File: src/rtl/hazard_pkg.sv
// Shared defaults and sizing helper for the decode-stage hazard scoreboard.
package hazard_pkg;
    localparam int HZ_NUM_REGS     = 8;
    localparam int HZ_DEPTH        = 4;
    localparam int HZ_FWD          = 0;
    localparam int HZ_FLUSH_CYCLES = 1;
    localparam int HZ_FLUSH_W      = 3;

    function automatic int cnt_width(input int depth);
        return $clog2(depth + 1);
    endfunction
endpackage

File: src/rtl/hazard_sb_entry.sv
// One register's pending-write down-counter; busy while non-zero.
module hazard_sb_entry
    import hazard_pkg::*;
#(
    parameter int CW = cnt_width(HZ_DEPTH)
) (
    input  logic          clk_i,
    input  logic          rst_i,
    input  logic          load_en_i,
    input  logic [CW-1:0] load_val_i,
    output logic          busy_o
);
    logic [CW-1:0] cnt_q, cnt_d;

    // A fresh producer overrides any countdown still in flight.
    always_comb begin
        cnt_d = cnt_q;
        if (load_en_i) begin
            cnt_d = load_val_i;
        end else if (cnt_q != '0) begin
            cnt_d = cnt_q - 1'b1;
        end
    end

    always_ff @(posedge clk_i or posedge rst_i) begin
        if (rst_i) begin
            cnt_q <= '0;
        end else begin
            cnt_q <= cnt_d;
        end
    end

    assign busy_o = (cnt_q != '0);
endmodule

File: src/rtl/hazard_scoreboard.sv
// Decode-stage interlock: stalls readers of pending registers, bubbles after control transfers.
module hazard_scoreboard
    import hazard_pkg::*;
#(
    parameter int NUM_REGS     = HZ_NUM_REGS,
    parameter int DEPTH        = HZ_DEPTH,
    parameter int FWD          = HZ_FWD,
    parameter int FLUSH_CYCLES = HZ_FLUSH_CYCLES,
    localparam int RW          = $clog2(NUM_REGS)
) (
    input  logic                clk,
    input  logic                rst,
    input  logic                id_valid,
    input  logic [RW-1:0]       id_rs,
    input  logic                id_rs_used,
    input  logic [RW-1:0]       id_rt,
    input  logic                id_rt_used,
    input  logic [RW-1:0]       id_rd,
    input  logic                id_wr_en,
    input  logic                id_is_load,
    input  logic                id_is_ctrl,
    output logic                stall,
    output logic                nop,
    output logic [NUM_REGS-1:0] busy_vec
);
    localparam int CW = cnt_width(DEPTH);

    logic [NUM_REGS-1:0]   busy;
    logic [HZ_FLUSH_W-1:0] flush_q, flush_d;
    logic                  flush_active;
    logic                  hazard;
    logic                  accept;
    logic                  wr_accept;
    logic [CW-1:0]         load_val;

    assign flush_active = (flush_q != '0);
    assign hazard       = id_valid & ((id_rs_used & busy[id_rs]) | (id_rt_used & busy[id_rt]));
    assign stall        = hazard & ~flush_active;
    assign nop          = stall | flush_active;
    assign accept       = id_valid & ~stall & ~flush_active;
    assign busy_vec     = busy;

    // With forwarding only a load result arrives too late for the next instruction.
    always_comb begin
        load_val = '0;
        if (FWD == 0) begin
            load_val = CW'(DEPTH);
        end else if (id_is_load) begin
            load_val = CW'(1);
        end
    end

    assign wr_accept = accept & id_wr_en & (load_val != '0);

    for (genvar i = 0; i < NUM_REGS; i++) begin : g_entry
        hazard_sb_entry #(
            .CW(CW)
        ) u_entry (
            .clk_i      (clk),
            .rst_i      (rst),
            .load_en_i  (wr_accept & (id_rd == RW'(i))),
            .load_val_i (load_val),
            .busy_o     (busy[i])
        );
    end

    always_comb begin
        flush_d = flush_q;
        if (accept & id_is_ctrl) begin
            flush_d = HZ_FLUSH_W'(FLUSH_CYCLES);
        end else if (flush_active) begin
            flush_d = flush_q - 1'b1;
        end
    end

    always_ff @(posedge clk or posedge rst) begin
        if (rst) begin
            flush_q <= '0;
        end else begin
            flush_q <= flush_d;
        end
    end
endmodule

File: config.mk
export PLATFORM = sky130hd
export DESIGN_NAME = hazard_scoreboard
export DESIGN_NICKNAME = d
export VERILOG_FILES = /design/src/rtl/hazard_pkg.sv /design/src/rtl/hazard_sb_entry.sv /design/src/rtl/hazard_scoreboard.sv
export SDC_FILE = /design/constraint.sdc
export NUM_CORES = 1
export LEC_CHECK = 0
export ABC_AREA = 1
export BUFFER_PORTS_ARGS = -buffer_cell sky130_fd_sc_hd__buf_2
export CORE_MARGIN = 3
export CORE_UTILIZATION = 57
export DETAILED_ROUTE_END_ITERATION = 8
export PLACE_DENSITY = 0.79
export SLEW_MARGIN = 20
export SYNTH_ARGS = -nofsm -noshare
export SYNTH_HDL_FRONTEND = slang
export SYNTH_SLANG_ARGS = --single-unit
File: constraint.sdc
create_clock -name clk -period 2.09 [get_ports clk]
set_clock_uncertainty 0.2 [all_clocks]
set_input_delay 0.418 -clock clk [delete_from_list [all_inputs] [get_ports clk]]
set_output_delay 0.418 -clock clk [all_outputs]
set_load 0.02 [all_outputs]
==> flow_summary.yaml <==
run_status:
  status: "finished, violations left"
  violations: "setup timing"
synth:
  synth_area_sq_um: 1978
  synth_compound_area_share_pct: 10.88
  synth_top_family_by_area: "simple AND/OR/NAND/NOR gates"
  syn_avg_cell_area_sq_um: 8.312
  synth-xor-area-share_pct: 4.428
  syn-num-nets: 273
  yosysSeqAreaShare_pct: 34.16
  synth_fa_ha_area_share_pct: 11.39
  synthSimpleGateAreaFrac_pct: 25.30
  synth_mux_area_share_pct: 0
  synth_cell_types: 20
  ys_ff_latch: 27
  synth_top_area_cell: "dfrtp_1"
  ys_warn_count: 0
  netlist_instances: 238
  yosys-top-cells-area: "dfrtp_1 (34%), ha_1 (11%), inv_1 (9.1%)"
  synthDominantCellAreaShare_pct: 34.16
cells_and_area:
  final_cell_mix: "buf_4 (33), dfrtp_1 (27), inv_1 (24), nand2_1 (24), inv_2 (23)"
  syn2layout_area_growth_pct: 34.85
  seqCellArea_sq_um: 675.6
  diodes: 0
  multi_input_comb_area_sq_um: 1191
  drive_gt1_share_pct: 49.83
  final_common_cell: "buf_4"
  final_util_pct: 83.94
  nets: 333
  fillCellCount: 182
timing:
  setup_ws_ns: -0.2502
  max-slew-margin-rel_pct: 56.54
  setup_violations: 28
  fin_tns_setup_ns: -5.716
  worstMarginPinSlew_ns: 0.6469
  layout_min_cycle_time_ns: 2.340
  rsz0062_at_grt: "true"
  hold_viol: 0
  period_share_pct: 112.0
  slew_violations: 0
  fmax_mhz: 427.3
routing:
  post-route-drc-count: 0
  antenna_left: 0
  vias: 1786
  wire_per_inst_um: 13.89
  dr.pass1.iters: 6
  drtIter0Drc: 58
  via_per_inst: 5.238
  drt_wl_total_mm: 4.736
floorplanning:
  num_rows: 20
  dieWidth_um: 64.91
  start_util_pct: 62.24
  design.core.area_sq_um: 3178
  die_h_um: 64.91
  io_pins: 27
  die_area_sq_um: 4213
critical_path:
  critPathKind: "register to output port"
  cp_max_fo: 2
  worstSetupStartpointType: "register"
  critPathRequiredTime_ns: 1.47
  cp.arrival_ns: 1.72
  critPathCaptureType: "output port"
min_path:
  hp-class: "input port to register"
pwr:
  p_clk_share_pct: 6.0
  powerDensity_nw_per_um2: 1424
  combPwrFrac_pct: 66.4
  leakage_nw: 1.323
  p_int_mw: 2.114
  irDropWorstVdd_uv: 908.4
  p_sw_mw: 1.684
  sw_frac_of_total_pct: 44.34
  seq_power_share_pct: 27.6
clocking:
  clockBufferDepth: 2
  clk_pin_slew_worst_paths_ns: 0.15
  cts_tree: "yes"
  ctsHtreeMaxLevel: 1
  numCtsBuffers: 3
  cts.sinks: 27
  cts-root-buf: "clkbuf_4"
  clk_latency_ns: 0.32
placed_design:
  dp_slack_ns: 0.007637
  dp_hpwl_mm: 2.874
  io_buffers: 25
  gp_congestion: 0.7808
job:
  cap_violations: 0
global_route:
  grt-ovfl-total: 0
  grt_pass1_wl_mm: 7.093
  antenna_found_initial: 0
  grt_max_degree: 28
  grt_pass1_vias: 1699
  track_usage_pct: 21.03
[state kept, by name, indices dropped and copies added (netlist names)]
| register | count |
|---|---|
| g_entry.u_entry.cnt_q | 24 |
| flush_q | 3 |
[layer usage]
layer	share of wire, %	global-route usage (%)	vias to the layer above	routed length [um]
li1	-	-	865	-
met1	40	26.18	855	1913
met2	53	37.93	56	2519
met3	4.9	2.426	10	230
met4	1.5	6.069	0	73
met5	0	0	-	0
[worst max-delay path, stage by stage, from the launching register on]
cell and delay (ns):
dfrtp_1 0.43, inv_2 0.10, ha_4 0.14, inv_2 0.04, nor2_4 0.10, nand2_2 0.06
nand3_2 0.06, nand3_2 0.07, nand3_2 0.09, nand2_2 0.05, nand2_2 0.07, nor2_1 0.04
buf_4 0.15
[power groups by stage]
stage	registers (mW)	logic [mW]	clock network (mW)
after global placement	1.01	1.66	0
final	1.05	2.52	0.228
after detailed placement	1.03	1.72	0
after global routing	1.08	2.83	0.252
after floorplan	0.993	1.42	0
after CTS	1.03	2.07	0.235
[synth_stat cells]
cell	n
dfrtp_1	27
ha_1	18
nor3_1	8
a21o_1	4
nand2_2	10
nand3_1	10
a21oi_1	23
buf_6	1
buf_8	1
nor2_4	8
o21ai_0	14
nand2_1	29
xor2_1	10
nand3b_1	3
nand4_4	1
inv_2	2
nor2_1	4
buf_4	8
nand3_2	9
inv_1	48
[per-stage QoR]
stage	power (mW)	std cells	instance area (sq um)	hold slack [ns]
2_1_floorplan	2.412	238	1978	0.2707
3_3_place_gp	2.671	306	2152	0.2932
3_5_place_dp	2.753	306	2152	0.2959
4_1_cts	3.341	323	2381	0.1359
5_1_grt	4.164	341	2668	0.2067
6_report	3.798	341	2668	0.1811
[layout make-up]
type | count | area share [%]
clock buffer | 4 | 0.9850
tap | 44 | 2.064
timing repair buffer | 65 | 19.65
inverter | 50 | 7.317
sequential | 27 | 25.33
multi-input combinational | 151 | 44.65
[path summary, 6_finish.rpt]
path,startpoint,endpoint,slack [ns],depth (start not counted)
worst max register to register,g_entry[5].u_entry.cnt_q[0],g_entry[1].u_entry.cnt_q[2],-0.24,16
worst min-delay path,id_is_ctrl,flush_q[0],0.18,3
max in group asynchronous,rst,flush_q[0],0.95,4
min in group asynchronous,rst,g_entry[2].u_entry.cnt_q[1],0.48,4
worst max-delay path,g_entry[5].u_entry.cnt_q[0],stall,-0.25,12
worst min register to register,flush_q[0],flush_q[0],0.34,2
[cell families (layout without fill, tap and decap cells)]
group | count (synthesis) | after routing
flip-flops | 27 | 27
AO/OA/AOI/OAI | 41 | 41
adder cells (fa/ha/maj) | 18 | 18
AND/OR/NAND/NOR | 82 | 82
buffers and inverters | 60 | 119
XOR/XNOR | 10 | 10
[timing repair]
item,in CTS,in global routing
gates resized for setup,39,38
hold buffers,1,0
pin swaps,7,8
buffers inserted,12,15
endpoints found under the hold margin,27,0
endpoints found under the setup margin,8,33
cloned,0,3
Power figures use the tool's default switching activity.
